`src/rtl/rc4_encrypt_fsm.sv`:
```
// RC4 encryptor: fills S with the identity, runs the 24-bit-key shuffle,
// then XORs MSG_LEN plaintext bytes with the keystream into the ciphertext
// RAM. S and plaintext memories have a two-cycle read latency, so every
// read is spread over RD / WAIT / LAT states.
module rc4_encrypt_fsm #(
   parameter int MSG_LEN = 32,
   parameter int MSG_AW  = 5
) (
   input  logic              clk,
   input  logic              reset,
   input  logic              start,
   input  logic [23:0]       secret_key,
   output logic [7:0]        s_address,
   output logic [7:0]        s_data,
   output logic              s_wren,
   input  logic [7:0]        s_q,
   output logic [MSG_AW-1:0] pt_address,
   input  logic [7:0]        pt_q,
   output logic [MSG_AW-1:0] ct_address,
   output logic [7:0]        ct_data,
   output logic              ct_wren,
   output logic              busy,
   output logic              done
);

   typedef enum logic [3:0] {
      IDLE, INIT, RDI, WAITI, LATI, RDJ, WAITJ, LATJ,
      WRI, WRJ, RDF, WAITF, WRCT, DONE
   } state_t;

   localparam logic [MSG_AW-1:0] K_LAST = MSG_AW'(MSG_LEN - 1);

   state_t            state, state_nx;
   logic              enc;      // 0: key-schedule shuffle, 1: keystream/encrypt phase
   logic [7:0]        i, j;
   logic [MSG_AW-1:0] k;
   logic [1:0]        km;       // i mod 3, tracked as a wrapping counter
   logic [7:0]        si, sj;
   logic [23:0]       key;

   function automatic logic [7:0] key_byte(input logic [23:0] kv, input logic [1:0] idx);
      case (idx)
         2'd0:    return kv[23:16];
         2'd1:    return kv[15:8];
         default: return kv[7:0];
      endcase
   endfunction

   // State register; reset aborts a run immediately
   always_ff @(posedge clk or posedge reset) begin
      if (reset) state <= IDLE;
      else       state <= state_nx;
   end

   // Next-state and memory-port outputs, all zero unless a state drives them
   always_comb begin
      state_nx   = state;
      s_address  = '0;
      s_data     = '0;
      s_wren     = 1'b0;
      pt_address = '0;
      ct_address = '0;
      ct_data    = '0;
      ct_wren    = 1'b0;
      busy       = 1'b1;
      done       = 1'b0;
      case (state)
         IDLE: begin
            busy = 1'b0;
            if (start) state_nx = INIT;
         end
         INIT: begin
            s_address = i;
            s_data    = i;
            s_wren    = 1'b1;
            if (i == 8'hFF) state_nx = RDI;
         end
         RDI: begin
            // encrypt pre-increments i; the address leads the register by one
            s_address = enc ? i + 8'd1 : i;
            state_nx  = WAITI;
         end
         WAITI: begin
            s_address = i;
            state_nx  = LATI;
         end
         LATI: begin
            s_address = i;
            state_nx  = RDJ;
         end
         RDJ: begin
            s_address = j;
            state_nx  = WAITJ;
         end
         WAITJ: begin
            s_address = j;
            state_nx  = LATJ;
         end
         LATJ: begin
            s_address = j;
            state_nx  = WRI;
         end
         WRI: begin
            s_address = i;
            s_data    = sj;
            s_wren    = 1'b1;
            state_nx  = WRJ;
         end
         WRJ: begin
            s_address = j;
            s_data    = si;
            s_wren    = 1'b1;
            state_nx  = enc ? RDF : RDI;
         end
         RDF: begin
            s_address  = si + sj;
            pt_address = k;
            state_nx   = WAITF;
         end
         WAITF: begin
            s_address  = si + sj;
            pt_address = k;
            state_nx   = WRCT;
         end
         WRCT: begin
            ct_address = k;
            ct_data    = s_q ^ pt_q;
            ct_wren    = 1'b1;
            state_nx   = (k == K_LAST) ? DONE : RDI;
         end
         DONE: begin
            busy     = 1'b0;
            done     = 1'b1;
            state_nx = IDLE;
         end
         default: state_nx = IDLE;
      endcase
   end

   // Index registers i, j, k and phase flag
   always_ff @(posedge clk or posedge reset) begin
      if (reset) begin
         i   <= '0;
         j   <= '0;
         k   <= '0;
         km  <= '0;
         enc <= 1'b0;
      end else begin
         case (state)
            IDLE: begin
               if (start) begin
                  i   <= '0;
                  j   <= '0;
                  k   <= '0;
                  km  <= '0;
                  enc <= 1'b0;
               end
            end
            INIT: begin
               i <= i + 8'd1;
               if (i == 8'hFF) begin
                  j  <= '0;
                  km <= '0;
               end
            end
            RDI: begin
               if (enc) i <= i + 8'd1;
            end
            LATI: begin
               j <= enc ? j + s_q : j + s_q + key_byte(key, km);
            end
            WRJ: begin
               if (!enc) begin
                  if (i == 8'hFF) begin
                     i   <= '0;
                     j   <= '0;
                     k   <= '0;
                     enc <= 1'b1;
                  end else begin
                     i  <= i + 8'd1;
                     km <= (km == 2'd2) ? 2'd0 : km + 2'd1;
                  end
               end
            end
            WRCT: begin
               if (k != K_LAST) k <= k + 1'b1;
            end
            default: ;
         endcase
      end
   end

   // Key latch and swap operands; pure data, no reset needed
   always_ff @(posedge clk) begin
      if (state == IDLE && start) key <= secret_key;
      if (state == LATI) si <= s_q;
      if (state == LATJ) sj <= s_q;
   end

endmodule

```
`config.mk`:
```
export PLATFORM = sky130hd
export DESIGN_NAME = rc4_encrypt_fsm
export DESIGN_NICKNAME = d
export VERILOG_FILES = /design/src/rtl/rc4_encrypt_fsm.sv
export SDC_FILE = /design/constraint.sdc
export NUM_CORES = 1
export LEC_CHECK = 0
export ABC_AREA = 0
export CAP_MARGIN = 25
export CORE_UTILIZATION = 50
export CTS_CLUSTER_SIZE = 30
export DETAILED_ROUTE_END_ITERATION = 6
export PLACE_DENSITY = 0.87
export SYNTH_ARGS = -nofsm -noshare
export SYNTH_HDL_FRONTEND = slang
export SYNTH_SLANG_ARGS = --single-unit
```
`constraint.sdc`:
```
create_clock -name clk -period 4 [get_ports clk]
set_input_delay 0.8 -clock clk [delete_from_list [all_inputs] [get_ports clk]]
set_output_delay 0.8 -clock clk [all_outputs]
set_load 0.05 [all_outputs]
```
Word level (Yosys, flattened, before mapping)

Cells that the tools add are included.

Add/sub/neg operators: 6
Multiply operators: 0
Div/mod/pow operators: 0
Order comparisons: 0
Equal/unequal tests: 24
Shift operators: 0
Multiplexer cells: 40
Bitwise operators: 1
Reductions and logical operators: 19

Operators with widths:

| cell                | number |
|---|---|
| $pmux 8 s4          | 3 |
| $mux 8              | 9 |
| $pmux 4 s13         | 1 |
| $mux 5              | 6 |
| $add 8x8->8         | 3 |
| $eq 4x4->1 const B  | 6 |
| $pmux 8 s3          | 1 |
| $eq 4x3->1 const B  | 4 |
| $mux 4              | 4 |
| $pmux 8 s2          | 1 |
| $pmux 5 s3          | 1 |
| $ne 2x2->1 const B  | 6 |
| $mux 2              | 5 |
| $reduce_and 5->1    | 2 |
| $add 8x1->8 const B | 1 |
| $eq 4x2->1 const B  | 2 |
| $eq 8x8->1 const B  | 1 |
| $reduce_bool 4->1   | 2 |
| $reduce_or 4->1     | 2 |
| $xor 8x8->8         | 1 |
| $mux 1              | 7 |
| $pmux 2 s3          | 1 |
| $reduce_and 3->1    | 2 |
| $reduce_bool 3->1   | 2 |
| 15 further kinds    | 17 |

Flip-flop bits (word level): 68
Bits in latches: 0
RAM bits: 0
Memory bits (read-only): 0
Input bits: 43
Output and inout port bits: 38
Memories: 0

Depth between registers and ports, before layout

Depth in word-level cells: 6
Mapped depth: 13

Least setup slack after synthesis

Ideal clock, no wire load.

Path kind: register to output
Start point: register state[3]
End point: output s_address[2]
Data arrival time: 2.989 ns
Setup slack: 0.211 ns
Stages on the path, launching flop included: 5
Buffers on the path: 1
Cell sequence: dfrtp_1 -> buf_6 -> nor3_1 -> nand2_1 -> o311ai_0

Longest elaborated chain between the ends: 3
Elaborated cells on any way between the ends: 15
Classes of those cells: 11 x eq/ne; 1 x mux; 3 x reduce/logical

Ends and longest elaborated chain:

| element                                                             | line | source |
|---|---|---|
| start: declaration                                                  | 33   | `state_t state, state_nx;` |
| start signal: assignment                                            | 52   | `else state <= state_nx;` |
| $eq 4x3->1 (tied with other cells)                                  | 67   | `case (state)` |
| $reduce_or 4->1 (no line) / $reduce_or 2->1 (equally long branches) | --   |  |
| $pmux 8 s4 *                                                        | 67   |  |
| end: declaration                                                    | 13   | `output logic [7:0] s_address,` |

Mark *: on every way between the ends. The rest lies on a longest branch, timed or not.

Final worst setup path

Start point: register state[0]
End point: output s_address[0]

Same word-level chain as after synthesis.

==> run metrics <==
# fillers 678; hold crit path type reg2reg; worst hold margin 527 ps; initial antenna violation count 0; GPL Wtd Cong 0.910; Mean Syn Cell Area 9.80 sq um; H-tree lvl count 3; IO Port Bufs 80; Cell Area, Synth 4490 sq um; Cell variety after synth 59; Worst EP required 3200 ps; EDFF count, synth 40; Clk Latency, worst-skew pair 360 ps; Clk pin slew, worst setup/hold paths 80 ps; GRT Overall Usage 25.7%; Fmax 0.259 GHz; Die W 96.7 microns; Yosys top cell area share 26.8%; CTS tree done; post-layout util 64.9%; Clock Path Buffers 2; Synth Flop Type edfxtp_1; launch point of the worst path state[0]; Rows 34; vias post-DR 4083; largest net degree at the start of global routing 27; worst reg2reg path depth 13; Yosys Warn Count 0; post-route insts no fill 661; HPWL after detailed placement 8.88 mm; CTS Buf Count 9; DRT iter0 DRCs 445; final max-slew violation count 0; vias in the first global route 3980; area delta synth->final 26.2%; core area 8720 sq um; sequential fraction of the synthesis area 42.4%; startpoint types register; ys async rst share 41.2%; first-pass GRT wire length 19.3 mm; critical path's largest stage delay 820 ps; postcts setup bufs 0; Synth area leaders edfxtp_1 (27%), dfrtp_1 (16%), ha_1 (6.7%); DRT antenna net count 0; CTS Hold Buffers Added 0; # Max-Cap Violations 0; PwrDens 671 nW/um^2; die area 9360 sq um; cell count after synthesis 458; clk root buf clkbuf_8; VDD IR max 0.513 mV; clk_skew 6.67 ps; grt ovf 0; drt total wl 11.8 mm; setup tns final 0 ps; Die Y-Extent 96.7 microns; worst-path fanout max 11; worst hold path depth 1; critical path cell sequence and2b_1, nand2_1, o21ai_1, nand2_1, o21ai_0, a221o_1, clkdlybuf4s50_1; Fin. Hold Viols 0; fraction of layout cells with a size suffix above 1 9.76%; Slew @ Worst Pin 868 ps; critical path's slowest cell clkdlybuf4s50_1; min Tclk post-route 3870 ps; Crit. End Element output pin; CP arrival 3070 ps; Synthesized Nets 528; # resized after CTS 0; Final setup viols 0; DR vias/cell 6.18; #FFs+latches synth 68; clock sinks 68; per-cell routed wire length 17.8 microns; hold_sp k[3]; Nets 618; Rel. slew slack 41.9%; Most Frequent Cell on Critical Path nand2_1; status complete, no violations; WS Path Type reg2out; drt pass-1 iters 6; number of I/O pins 81; drt drc 0; Crit Reg-Reg Startpoint j[0]; Starting Density 51.4%; Tcrit/Tclk final 96.7%; Leak 0.00227 uW; antenna cell count 0; leading area contributor after synthesis edfxtp_1; placed cells 645
registers in the layout, summed over array words and instances (netlist names):
register,flops
key,24
i,8
j,8
si,8
sj,8
k,5
state,4
km,2
enc,1
layer usage:
metal / wire (microns) / track usage (%)
met1: 4760 / 33.6
met2: 5730 / 42.1
met3: 932 / 4.84
met4: 379 / 10.7
met5: 0 / 0
cells in the final DEF (no fill, tap or decap), types with 3 or more instances in the layout:
cell type        instances
mux2i_1                 14
inv_1                   10
nand3_1                 11
a21o_1                   9
a22oi_1                 13
o211ai_1                 4
nor3_1                  10
nand2b_1                 6
nand2_1                 50
a221oi_1                 3
clkinv_4                 3
edfxtp_1                40
and2_1                   8
buf_4                   20
or3_1                    4
o31ai_1                  4
o21ai_0                 45
a22o_1                   8
and3_1                   9
xor2_1                   8
dfrtp_1                 27
clkbuf_8                 9
nor2_1                  35
ha_1                    24
fa_1                     3
o21bai_1                 4
a21oi_1                 24
xnor2_1                 27
clkdlybuf4s50_1         77
final timing paths:
kind                            slack (ps)           end
min in group asynchronous              750      state[1]
worst min register to register         530          k[3]
max in group asynchronous             2780          j[1]
worst max register to register         640          j[7]
worst min-delay path                   530          k[3]
worst max-delay path                   130  s_address[0]
stage by stage:
stage          worst slack (ps)  area, sq um  power (uW)
4_1_cts                     135         5660        3750
3_3_place_gp              -47.8         5420        3070
6_report                    132         5660        3800
3_5_place_dp               -104         5450        3150
5_1_grt                   -1.25         5660        4030
2_1_floorplan               211         4490        2560
power breakdown:
part	total, uW	switching [uW]	internal, uW	leakage [uW]
registers	1080	181	902	0.000740
clock network	611	313	298	0.000102
logic	2110	1260	847	0.00143
cells in the mapped netlist (4+ instances only):
cell type and number:
nand2b_1 6, ha_1 24, xor2_1 8, nand3_1 11, nor2_1 35, or3_1 4
o31ai_1 4, and3_1 9, and2_1 8, a21o_1 9, edfxtp_1 40, a22oi_1 13
a22o_1 8, o21bai_1 4, o211ai_1 4, buf_6 6, nor3_1 10, dfrtp_1 28
xnor2_1 27, nand2_1 50, a21oi_1 25, clkbuf_1 7, inv_1 10, mux2i_1 14
o21ai_0 45
area by class of cell:
| cell class | count | area, sq um | area share (%) |
|---|---|---|---|
| Tap cell | 108 | 135 | 2.39 |
| Sequential cell | 68 | 1900 | 33.6 |
| Clock buffer | 9 | 124 | 2.19 |
| Inverter | 12 | 45.0 | 0.795 |
| Multi-Input combinational cell | 358 | 2410 | 42.6 |
| Clock inverter | 7 | 83.8 | 1.48 |
| Timing Repair Buffer | 99 | 961 | 17.0 |
cells by family (layout without fill, tap and decap cells):
family                     Yosys count  count (layout)  share of synthesized area (%)
xor gates and xnor gates            35              35                           6.83
and+or+nand+nor                    147             147                           16.2
buffers and inverters               32             127                           3.96
AOI/OAI and AO/OA                  133             133                           19.0
adders and majority gates           27              27                           8.03
muxes                               16              16                           3.63
DFF                                 68              68                           42.4
worst max-delay path, delay by kind of cell, from the launching register on:
kind / cells / cell delay, ps
buffers and inverters: 1 / 820
AO/OA/AOI/OAI: 3 / 690
flip-flops: 1 / 600
AND/OR/NAND/NOR: 3 / 590
Note: power is estimated with default switching activity, not from simulation.
